[config.mk]
export PLATFORM = sky130hd
export DESIGN_NAME = multicycle_controller
export DESIGN_NICKNAME = d
export VERILOG_FILES = /design/src/rtl/riscv_pkg.sv /design/src/rtl/alu_decoder.sv /design/src/rtl/multicycle_controller.sv
export SDC_FILE = /design/constraint.sdc
export NUM_CORES = 1
export LEC_CHECK = 0
export BUFFER_PORTS_ARGS = -buffer_cell sky130_fd_sc_hd__buf_2
export CORE_AREA = 2 2 39 41
export DETAILED_ROUTE_END_ITERATION = 12
export DIE_AREA = 0 0 41 43
export HOLD_SLACK_MARGIN = 0.03
export PLACE_DENSITY = 0.78
export SLEW_MARGIN = 20
export SYNTH_ARGS = -nofsm -noshare
export SYNTH_HDL_FRONTEND = slang
export SYNTH_HIERARCHICAL = 1
export SYNTH_SLANG_ARGS = --single-unit
[constraint.sdc]
create_clock -name clk -period 2.2 [get_ports clk]
set_input_delay 0.11 -clock clk [delete_from_list [all_inputs] [get_ports clk]]
set_output_delay 0.11 -clock clk [all_outputs]
set_load 0.005 [all_outputs]
[src/rtl/riscv_pkg.sv]
// Shared definitions for the multicycle RV32I core.
// Contents: controller state encodings, opcodes, ALUOp codes,
// ALUControl codes, datapath select codes and the ImmSrc codes
// used by both the controller and SignExtend.
package riscv_pkg;

  localparam int ALUCTL_W = 3;
  localparam int STATE_W  = 4;

  typedef enum logic [STATE_W-1:0] {
    S_FETCH    = 4'd0,
    S_DECODE   = 4'd1,
    S_MEMADR   = 4'd2,
    S_MEMREAD  = 4'd3,
    S_MEMWB    = 4'd4,
    S_MEMWRITE = 4'd5,
    S_EXECR    = 4'd6,
    S_EXECI    = 4'd7,
    S_ALUWB    = 4'd8,
    S_JAL      = 4'd9,
    S_BEQ      = 4'd10
  } state_e;

  localparam logic [6:0] OP_LOAD   = 7'b0000011;
  localparam logic [6:0] OP_STORE  = 7'b0100011;
  localparam logic [6:0] OP_RTYPE  = 7'b0110011;
  localparam logic [6:0] OP_ITYPE  = 7'b0010011;
  localparam logic [6:0] OP_JAL    = 7'b1101111;
  localparam logic [6:0] OP_BRANCH = 7'b1100011;

  typedef enum logic [1:0] {
    ALUOP_ADD   = 2'b00,
    ALUOP_SUB   = 2'b01,
    ALUOP_FUNCT = 2'b10
  } aluop_e;

  localparam logic [ALUCTL_W-1:0] ALU_ADD = 3'b000;
  localparam logic [ALUCTL_W-1:0] ALU_SUB = 3'b001;
  localparam logic [ALUCTL_W-1:0] ALU_AND = 3'b010;
  localparam logic [ALUCTL_W-1:0] ALU_OR  = 3'b011;
  localparam logic [ALUCTL_W-1:0] ALU_SLT = 3'b101;

  localparam logic [1:0] SRCA_PC    = 2'b00;
  localparam logic [1:0] SRCA_OLDPC = 2'b01;
  localparam logic [1:0] SRCA_RS1   = 2'b10;

  localparam logic [1:0] SRCB_RS2  = 2'b00;
  localparam logic [1:0] SRCB_IMM  = 2'b01;
  localparam logic [1:0] SRCB_FOUR = 2'b10;

  localparam logic [1:0] RES_ALUOUT    = 2'b00;
  localparam logic [1:0] RES_MEMDATA   = 2'b01;
  localparam logic [1:0] RES_ALURESULT = 2'b10;

  localparam logic [1:0] IMM_I = 2'b00;
  localparam logic [1:0] IMM_S = 2'b01;
  localparam logic [1:0] IMM_B = 2'b10;
  localparam logic [1:0] IMM_J = 2'b11;

  // Immediate format for SignExtend, a pure function of the opcode.
  function automatic logic [1:0] imm_src_of(input logic [6:0] op);
    case (op)
      OP_LOAD, OP_ITYPE: return IMM_I;
      OP_STORE:          return IMM_S;
      OP_BRANCH:         return IMM_B;
      OP_JAL:            return IMM_J;
      default:           return IMM_I;
    endcase
  endfunction

endpackage

[src/rtl/alu_decoder.sv]
// ALU decoder: maps ALUOp plus instruction fields to an ALUControl code.
// Ports:
//   alu_op_i      ALUOp from the controller FSM
//   funct3_i      instruction bits [14:12]
//   funct7b5_i    instruction bit 30
//   op5_i         opcode bit 5 (distinguishes R-type from I-type)
//   alu_control_o ALU operation select
module alu_decoder
  import riscv_pkg::*;
(
  input  aluop_e              alu_op_i,
  input  logic [2:0]          funct3_i,
  input  logic                funct7b5_i,
  input  logic                op5_i,
  output logic [ALUCTL_W-1:0] alu_control_o
);

  // NOTE: every output of a combinational block gets a default first, so no
  // path through the case statements leaves it unassigned (that infers a latch).
  always_comb begin
    alu_control_o = ALU_ADD;
    case (alu_op_i)
      ALUOP_ADD: alu_control_o = ALU_ADD;
      ALUOP_SUB: alu_control_o = ALU_SUB;
      ALUOP_FUNCT: begin
        case (funct3_i)
          // sub only for R-type with funct7[5]; addi ignores bit 30.
          3'b000:  alu_control_o = (op5_i && funct7b5_i) ? ALU_SUB : ALU_ADD;
          3'b010:  alu_control_o = ALU_SLT;
          3'b110:  alu_control_o = ALU_OR;
          3'b111:  alu_control_o = ALU_AND;
          default: alu_control_o = ALU_ADD;
        endcase
      end
      default: alu_control_o = ALU_ADD;
    endcase
  end

endmodule

[src/rtl/multicycle_controller.sv]
// Multicycle RV32I control unit (Decode stage). A Moore FSM sequences each
// instruction through fetch/decode/execute/memory/writeback and drives the
// datapath selects and write strobes.
// Ports:
//   clk, reset           rising-edge clock, synchronous active-high reset
//   op, funct3, funct7b5 instruction fields from the instruction register
//   Zero                 ALU zero flag (qualifies beq)
//   ImmSrc               immediate format to SignExtend
//   ALUSrcA/B, ALUControl, ResultSrc, AdrSrc  datapath selects
//   IRWrite, PCWrite, RegWrite, MemWrite      write strobes
//   Illegal              one-cycle pulse in Decode on an unsupported opcode
module multicycle_controller
  import riscv_pkg::*;
(
  input  logic                clk,
  input  logic                reset,
  input  logic [6:0]          op,
  input  logic [2:0]          funct3,
  input  logic                funct7b5,
  input  logic                Zero,
  output logic [1:0]          ImmSrc,
  output logic [1:0]          ALUSrcA,
  output logic [1:0]          ALUSrcB,
  output logic [ALUCTL_W-1:0] ALUControl,
  output logic [1:0]          ResultSrc,
  output logic                AdrSrc,
  output logic                IRWrite,
  output logic                PCWrite,
  output logic                RegWrite,
  output logic                MemWrite,
  output logic                Illegal
);

  state_e state_q, state_d;
  aluop_e alu_op;
  logic   ir_write, pc_update, branch, reg_write, mem_write, illegal;

  // NOTE: state registers use non-blocking assignment so every flop samples
  // its inputs from before the edge, independent of process ordering.
  always_ff @(posedge clk) begin
    if (reset) state_q <= S_FETCH;
    else       state_q <= state_d;
  end

  always_comb begin
    state_d   = S_FETCH;
    ALUSrcA   = SRCA_PC;
    ALUSrcB   = SRCB_RS2;
    ResultSrc = RES_ALUOUT;
    AdrSrc    = 1'b0;
    alu_op    = ALUOP_ADD;
    ir_write  = 1'b0;
    pc_update = 1'b0;
    branch    = 1'b0;
    reg_write = 1'b0;
    mem_write = 1'b0;
    illegal   = 1'b0;
    case (state_q)
      S_FETCH: begin
        ir_write  = 1'b1;
        ALUSrcB   = SRCB_FOUR;
        ResultSrc = RES_ALURESULT;
        pc_update = 1'b1;
        state_d   = S_DECODE;
      end
      S_DECODE: begin
        // Precompute PC-relative target (OldPC + imm) for branches.
        ALUSrcA = SRCA_OLDPC;
        ALUSrcB = SRCB_IMM;
        case (op)
          OP_LOAD, OP_STORE: state_d = S_MEMADR;
          OP_RTYPE:          state_d = S_EXECR;
          OP_ITYPE:          state_d = S_EXECI;
          OP_JAL:            state_d = S_JAL;
          OP_BRANCH:         state_d = S_BEQ;
          default: begin
            state_d = S_FETCH;
            illegal = 1'b1;
          end
        endcase
      end
      S_MEMADR: begin
        ALUSrcA = SRCA_RS1;
        ALUSrcB = SRCB_IMM;
        state_d = (op == OP_LOAD) ? S_MEMREAD : S_MEMWRITE;
      end
      S_MEMREAD: begin
        AdrSrc  = 1'b1;
        state_d = S_MEMWB;
      end
      S_MEMWB: begin
        ResultSrc = RES_MEMDATA;
        reg_write = 1'b1;
      end
      S_MEMWRITE: begin
        AdrSrc    = 1'b1;
        mem_write = 1'b1;
      end
      S_EXECR: begin
        ALUSrcA = SRCA_RS1;
        alu_op  = ALUOP_FUNCT;
        state_d = S_ALUWB;
      end
      S_EXECI: begin
        ALUSrcA = SRCA_RS1;
        ALUSrcB = SRCB_IMM;
        alu_op  = ALUOP_FUNCT;
        state_d = S_ALUWB;
      end
      S_ALUWB: reg_write = 1'b1;
      S_JAL: begin
        // PC <= target, while OldPC + 4 goes to ALUOut for the link write.
        ALUSrcA   = SRCA_OLDPC;
        ALUSrcB   = SRCB_FOUR;
        pc_update = 1'b1;
        state_d   = S_ALUWB;
      end
      S_BEQ: begin
        ALUSrcA = SRCA_RS1;
        alu_op  = ALUOP_SUB;
        branch  = 1'b1;
      end
      default: state_d = S_FETCH;
    endcase
  end

  alu_decoder u_alu_decoder (
    .alu_op_i      (alu_op),
    .funct3_i      (funct3),
    .funct7b5_i    (funct7b5),
    .op5_i         (op[5]),
    .alu_control_o (ALUControl)
  );

  assign ImmSrc = imm_src_of(op);

  // Strobes are gated by reset so an aborted instruction cannot write
  // anything during the reset cycle itself.
  assign IRWrite  = ir_write  & ~reset;
  assign PCWrite  = (pc_update | (branch & Zero)) & ~reset;
  assign RegWrite = reg_write & ~reset;
  assign MemWrite = mem_write & ~reset;
  assign Illegal  = illegal   & ~reset;

endmodule
==> impl_metrics.json, run 1 <==
{
  "p_leak_uw": 0.000366,
  "fin_crit_sh_pct": 89.8,
  "p_per_area_mw_per_mm2": 307,
  "startpoint_type": "register",
  "io_buffers": 30,
  "viasPerCell": 5.95,
  "synthTopCellsByArea": "dfxtp_1 (13%), nor2b_1 (5.2%), a21oi_1 (4.2%)",
  "fillers": 142,
  "cap_violations": 0,
  "overflow": 0,
  "root_buffer": "clkbuf_4",
  "ys_types": 42,
  "dr.first_iter.drc_count": 23,
  "fin_skew_ps": 4.09,
  "grt_max_degree": 16,
  "ios": 31,
  "drc_errors": 0,
  "hp-class": "primary input to register",
  "fmax_mhz": 506,
  "ir_drop_mv": 0.403,
  "async_flop_share_pct": 0,
  "synth_top_family_by_area": "simple AND/OR/NAND/NOR gates",
  "drt_wl_total_um": 1610,
  "top_register": "state_q",
  "vias": 750,
  "synthMuxAreaShare_pct": 0,
  "reg2regPathDepth": 4,
  "synth_fp_nets": 94,
  "yosys_most_used_dff": "dfxtp_1",
  "drive_above_1_share_pct": 41.8,
  "numCtsBuffers": 3,
  "yosys.area_share.adder_pct": 4.16,
  "worstPathRequired_ps": 2090,
  "die_area_sq_mm": 0.00176,
  "path_clk_slew_ps": 40,
  "cts_tree": "done",
  "gp_congestion": 0.793,
  "synth_xor_area_share_pct": 4.37,
  "clock_path_buffers": 2,
  "core-area_sq_mm": 0.00138,
  "post_cts_buffers": 0,
  "die_h_um": 43,
  "status": "complete, no violations",
  "grt_pass1_vias": 665,
  "mappedNetlistArea_sq_um": 602,
  "area_growth_pct": 32.6,
  "final_cell_count_no_fill": 126,
  "synth_compound_area_share_pct": 21.2,
  "crit_fanout": 9,
  "largest_reg_flops": 4,
  "synth_top_area_cell": "dfxtp_1",
  "period_needed_ps": 1980,
  "grt_usage_pct": 21.5,
  "grt_pass1_wl_um": 2650,
  "crit_type": "register to output pin",
  "avgRoutedWirePerCell_um": 12.8,
  "cts_max_level": 1,
  "synth-warning-count": 6,
  "synthCells": 78,
  "clk_latency_ps": 240,
  "synth-seq-cells": 4,
  "slew_headroom_pct": 62.8,
  "nets": 128,
  "ant_nets": 0,
  "synthSimpleGateAreaFrac_pct": 50.5,
  "rsz0062_at_grt": "no",
  "dp_hpwl_um": 1260,
  "antenna_found_initial": 0,
  "setup-tns-final_ps": 0,
  "initial_core_util_pct": 43.5,
  "holdPathStages": 2,
  "setup_violations": 0,
  "ys_seq_area_share_pct": 13.3,
  "placed_cells": 123,
  "dr.pass1.iters": 4,
  "report.final.slew_viol_count": 0,
  "synth-edff-count": 0,
  "rows": 14,
  "cp.arrival_ps": 1870,
  "chipWidth_um": 41,
  "n_antenna_cell": 0,
  "cts.sinks": 4,
  "synth_top_cells_by_count": "a21oi_1 (5), inv_1 (5), nor2b_1 (5), nor3_1 (5)",
  "worstMarginPinSlew_ps": 550,
  "top_regs": "state_q x4",
  "syn_avg_cell_area_sq_um": 7.72,
  "final-hold-violation-count": 0,
  "synth_top_cell_area_share_pct": 13.3,
  "critPathCaptureType": "output pin"
}
final timing paths:
kind / end / start / slack, ps
max: ALUControl[2] / state_q[1]$_SDFF_PP0_ / 220
min: state_q[3]$_SDFF_PP0_ / reset / 130
max reg2reg: state_q[2]$_SDFF_PP0_ / state_q[0]$_SDFF_PP0_ / 660
min reg2reg: state_q[2]$_SDFF_PP0_ / state_q[1]$_SDFF_PP0_ / 640
layer usage:
| metal | vias up | routed length, um | track usage (%) |
|---|---|---|---|
| li1 | 364 | - | - |
| met1 | 340 | 657 | 26.7 |
| met2 | 44 | 808 | 33.8 |
| met3 | 2 | 143 | 6.81 |
| met4 | 0 | 3 | 6.67 |
| met5 | - | 0 | 0 |
repair_timing:
action | 4_1_cts | 5_1_grt
resized for setup | 0 | 1
setup endpoints to repair | 0 | 1
hold buffers | 0 | 0
cell type report:
cell class | instances | area, sq um | area share (%)
Clock buffer | 3 | 22.5 | 2.82
Inverter | 5 | 18.8 | 2.35
Multi-Input combinational cell | 65 | 483 | 60.5
Sequential cell | 4 | 81.3 | 10.2
Tap cell | 16 | 20.0 | 2.51
Timing Repair Buffer | 33 | 173 | 21.6
cells in the final DEF, fill, tap and decap left out, types with 2 or more instances in the layout:
master	netlist	layout
a221oi_1	2	2
a21oi_1	5	5
clkbuf_4	0	3
dfxtp_1	4	3
nor2b_1	5	5
or3_1	3	3
nor2_1	4	4
ha_1	2	2
nand2_1	3	3
inv_1	5	5
xnor2_1	2	2
nand4_1	2	2
nand2b_1	3	3
buf_4	0	3
nor4_1	2	2
nor3_1	5	5
buf_2	4	30
critical path: stages (launching register included):
cell and delay [ps]:
dfxtp_1 500, and4bb_2 320, inv_1 50, ha_1 320, nor4b_1 270, buf_2 160
cell families after synthesis:
| kind of cell | Yosys count |
|---|---|
| DFF | 4 |
| buffers and inverters | 9 |
| AOI/OAI and AO/OA | 16 |
| xor gates and xnor gates | 3 |
| adders and majority gates | 2 |
| and+or+nand+nor | 44 |
through the flow:
step,util [%],hold slack [ps],instance area [sq um],worst slack (ps),power [uW]
detailed placement,56.0,382,774,410,155
CTS,57.6,139,797,140,247
floorplan,-,179,602,609,117
finish,57.7,134,798,224,245
global placement,56.0,355,774,479,153
global route,57.7,142,798,79.8,265
power by group:
part / switching, uW / internal [uW] / total [uW]
clock network: 29.7 / 61.0 / 90.7
logic: 40.9 / 37.3 / 78.2
registers: 1.41 / 74.7 / 76.1
total: 72.0 / 173 / 245
Note: power is estimated with default switching activity, not from simulation.
==> run 2: changes to the inputs <==
PLACE_DENSITY = not set   (was 0.78)
PLACE_DENSITY_LB_ADDON = 0.2   (was not set)
==> run 2 against run 1 <==
  * Clock power down 2%
  * Total power down 1.6%
  * Flip-flop and latch count did not move
  * Cell count is the same
  * Sequential share of layout area did not move
  * Largest cell class unchanged
  * Largest power group unchanged
  * Highest routed layer is now met3
==> impl_metrics.json, run 2 (synthesis gave the netlist of run 1 again) <==
{
  "status": "complete, no violations",
  "initial_core_util_pct": 43.5,
  "clock_path_buffers": 2,
  "chipWidth_um": 41,
  "ios": 31,
  "top_regs": "state_q x4",
  "rows": 14,
  "fin_ws_ps": 287,
  "fin_util_pct": 57.7,
  "ctsHoldBuffers": 0,
  "grt_usage_pct": 19.0,
  "numCtsBuffers": 3,
  "rsz0062_at_grt": "no",
  "area_growth_pct": 32.6,
  "clk_latency_ps": 230,
  "vias": 701,
  "root_buffer": "clkbuf_4",
  "die_h_um": 43,
  "drc_errors": 0,
  "largest_reg_flops": 4,
  "critPathCaptureType": "output pin",
  "gp_congestion": 0.767,
  "fin_crit_sh_pct": 86.9,
  "dr.pass1.iters": 4,
  "fmax_mhz": 523,
  "worstMarginPinSlew_ps": 444,
  "r2r_slack_ps": 700,
  "cts_max_level": 1,
  "ir_drop_mv": 0.221,
  "hp-class": "primary input to register",
  "path_clk_slew_ps": 40,
  "io_buffers": 30,
  "crit_type": "register to output pin",
  "fillers": 139,
  "dr.first_iter.drc_count": 8,
  "setup-tns-final_ps": 0,
  "fin_skew_ps": 0.925,
  "slew_headroom_pct": 70.0,
  "cp.arrival_ps": 1800,
  "layout_commonest_cell": "buf_2",
  "nets": 128,
  "p_leak_uw": 0.000366,
  "power_uw": 241,
  "top_register": "state_q",
  "overflow": 0,
  "holdWs_ps": 113,
  "cts.sinks": 4,
  "layout_common_cells": "buf_2 (30), inv_1 (5), a21oi_1 (5), nor2b_1 (5), nor3_1 (5)",
  "n_antenna_cell": 0,
  "ant_nets": 0,
  "p_per_area_mw_per_mm2": 302,
  "grt_pass1_wl_um": 2310,
  "avgRoutedWirePerCell_um": 12.0,
  "cap_violations": 0,
  "startpoint_type": "register",
  "final-hold-violation-count": 0,
  "core-area_sq_mm": 0.00138,
  "dp_hpwl_um": 1210,
  "cts_tree": "done",
  "viasPerCell": 5.56,
  "drive_above_1_share_pct": 41.8,
  "setup_violations": 0,
  "die_area_sq_mm": 0.00176,
  "crit_fanout": 10,
  "worstPathRequired_ps": 2090,
  "grt_pass1_vias": 534,
  "place_worst_setup_slack_ps": 413,
  "drt_wl_total_um": 1510,
  "grt_max_degree": 16,
  "period_needed_ps": 1910,
  "report.final.slew_viol_count": 0,
  "antenna_found_initial": 0
}
[run 2: routing by layer]
metal	global-route usage, %	up-vias	share of wire, %
li1	-	369	-
met1	26.6	304	47
met2	27.5	28	46
met3	4.71	0	6.8
met4	6.00	0	0
met5	0	-	0
[run 2: layout make-up]
type | count | area, sq um | share of cell area [%]
flip-flops and latches | 4 | 81.3 | 10.2
inverters | 5 | 18.8 | 2.35
clock buffers | 3 | 22.5 | 2.82
repair buffers | 33 | 173 | 21.6
well taps | 16 | 20.0 | 2.51
multi-input cells | 65 | 483 | 60.5
[run 2: stage by stage]
stage          cells  instance area [sq um]
2_1_floorplan     78                    602
3_3_place_gp     123                    774
3_5_place_dp     123                    774
4_1_cts          126                    797
5_1_grt          126                    798
6_report         126                    798
[run 2: worst paths after layout]
check	from	endpoint	depth (start not counted)
hold reg to reg	state_q[0]$_SDFF_PP0_	state_q[0]$_SDFF_PP0_	3
setup reg to reg	state_q[0]$_SDFF_PP0_	state_q[2]$_SDFF_PP0_	4
hold / removal	reset	state_q[3]$_SDFF_PP0_	2
setup / recovery	state_q[2]$_SDFF_PP0_	ALUControl[2]	5
[run 2: power by group]
group	switching [uW]	internal, uW	total (uW)
Combinational	38.8	37.3	76.0
Clock	27.9	60.9	88.7
Sequential	1.64	74.7	76.4
Total	68.3	173	241
[run 2: timing repair]
item	CTS	global route
endpoints found under the setup margin	0	1
buffers inserted	0	0
gates resized for setup	0	1
[run 2: critical path, stage by stage (launching register included)]
cell,delay (ps)
dfxtp_1,410
and4bb_2,370
inv_1,50
ha_1,320
nor4b_1,270
buf_2,160
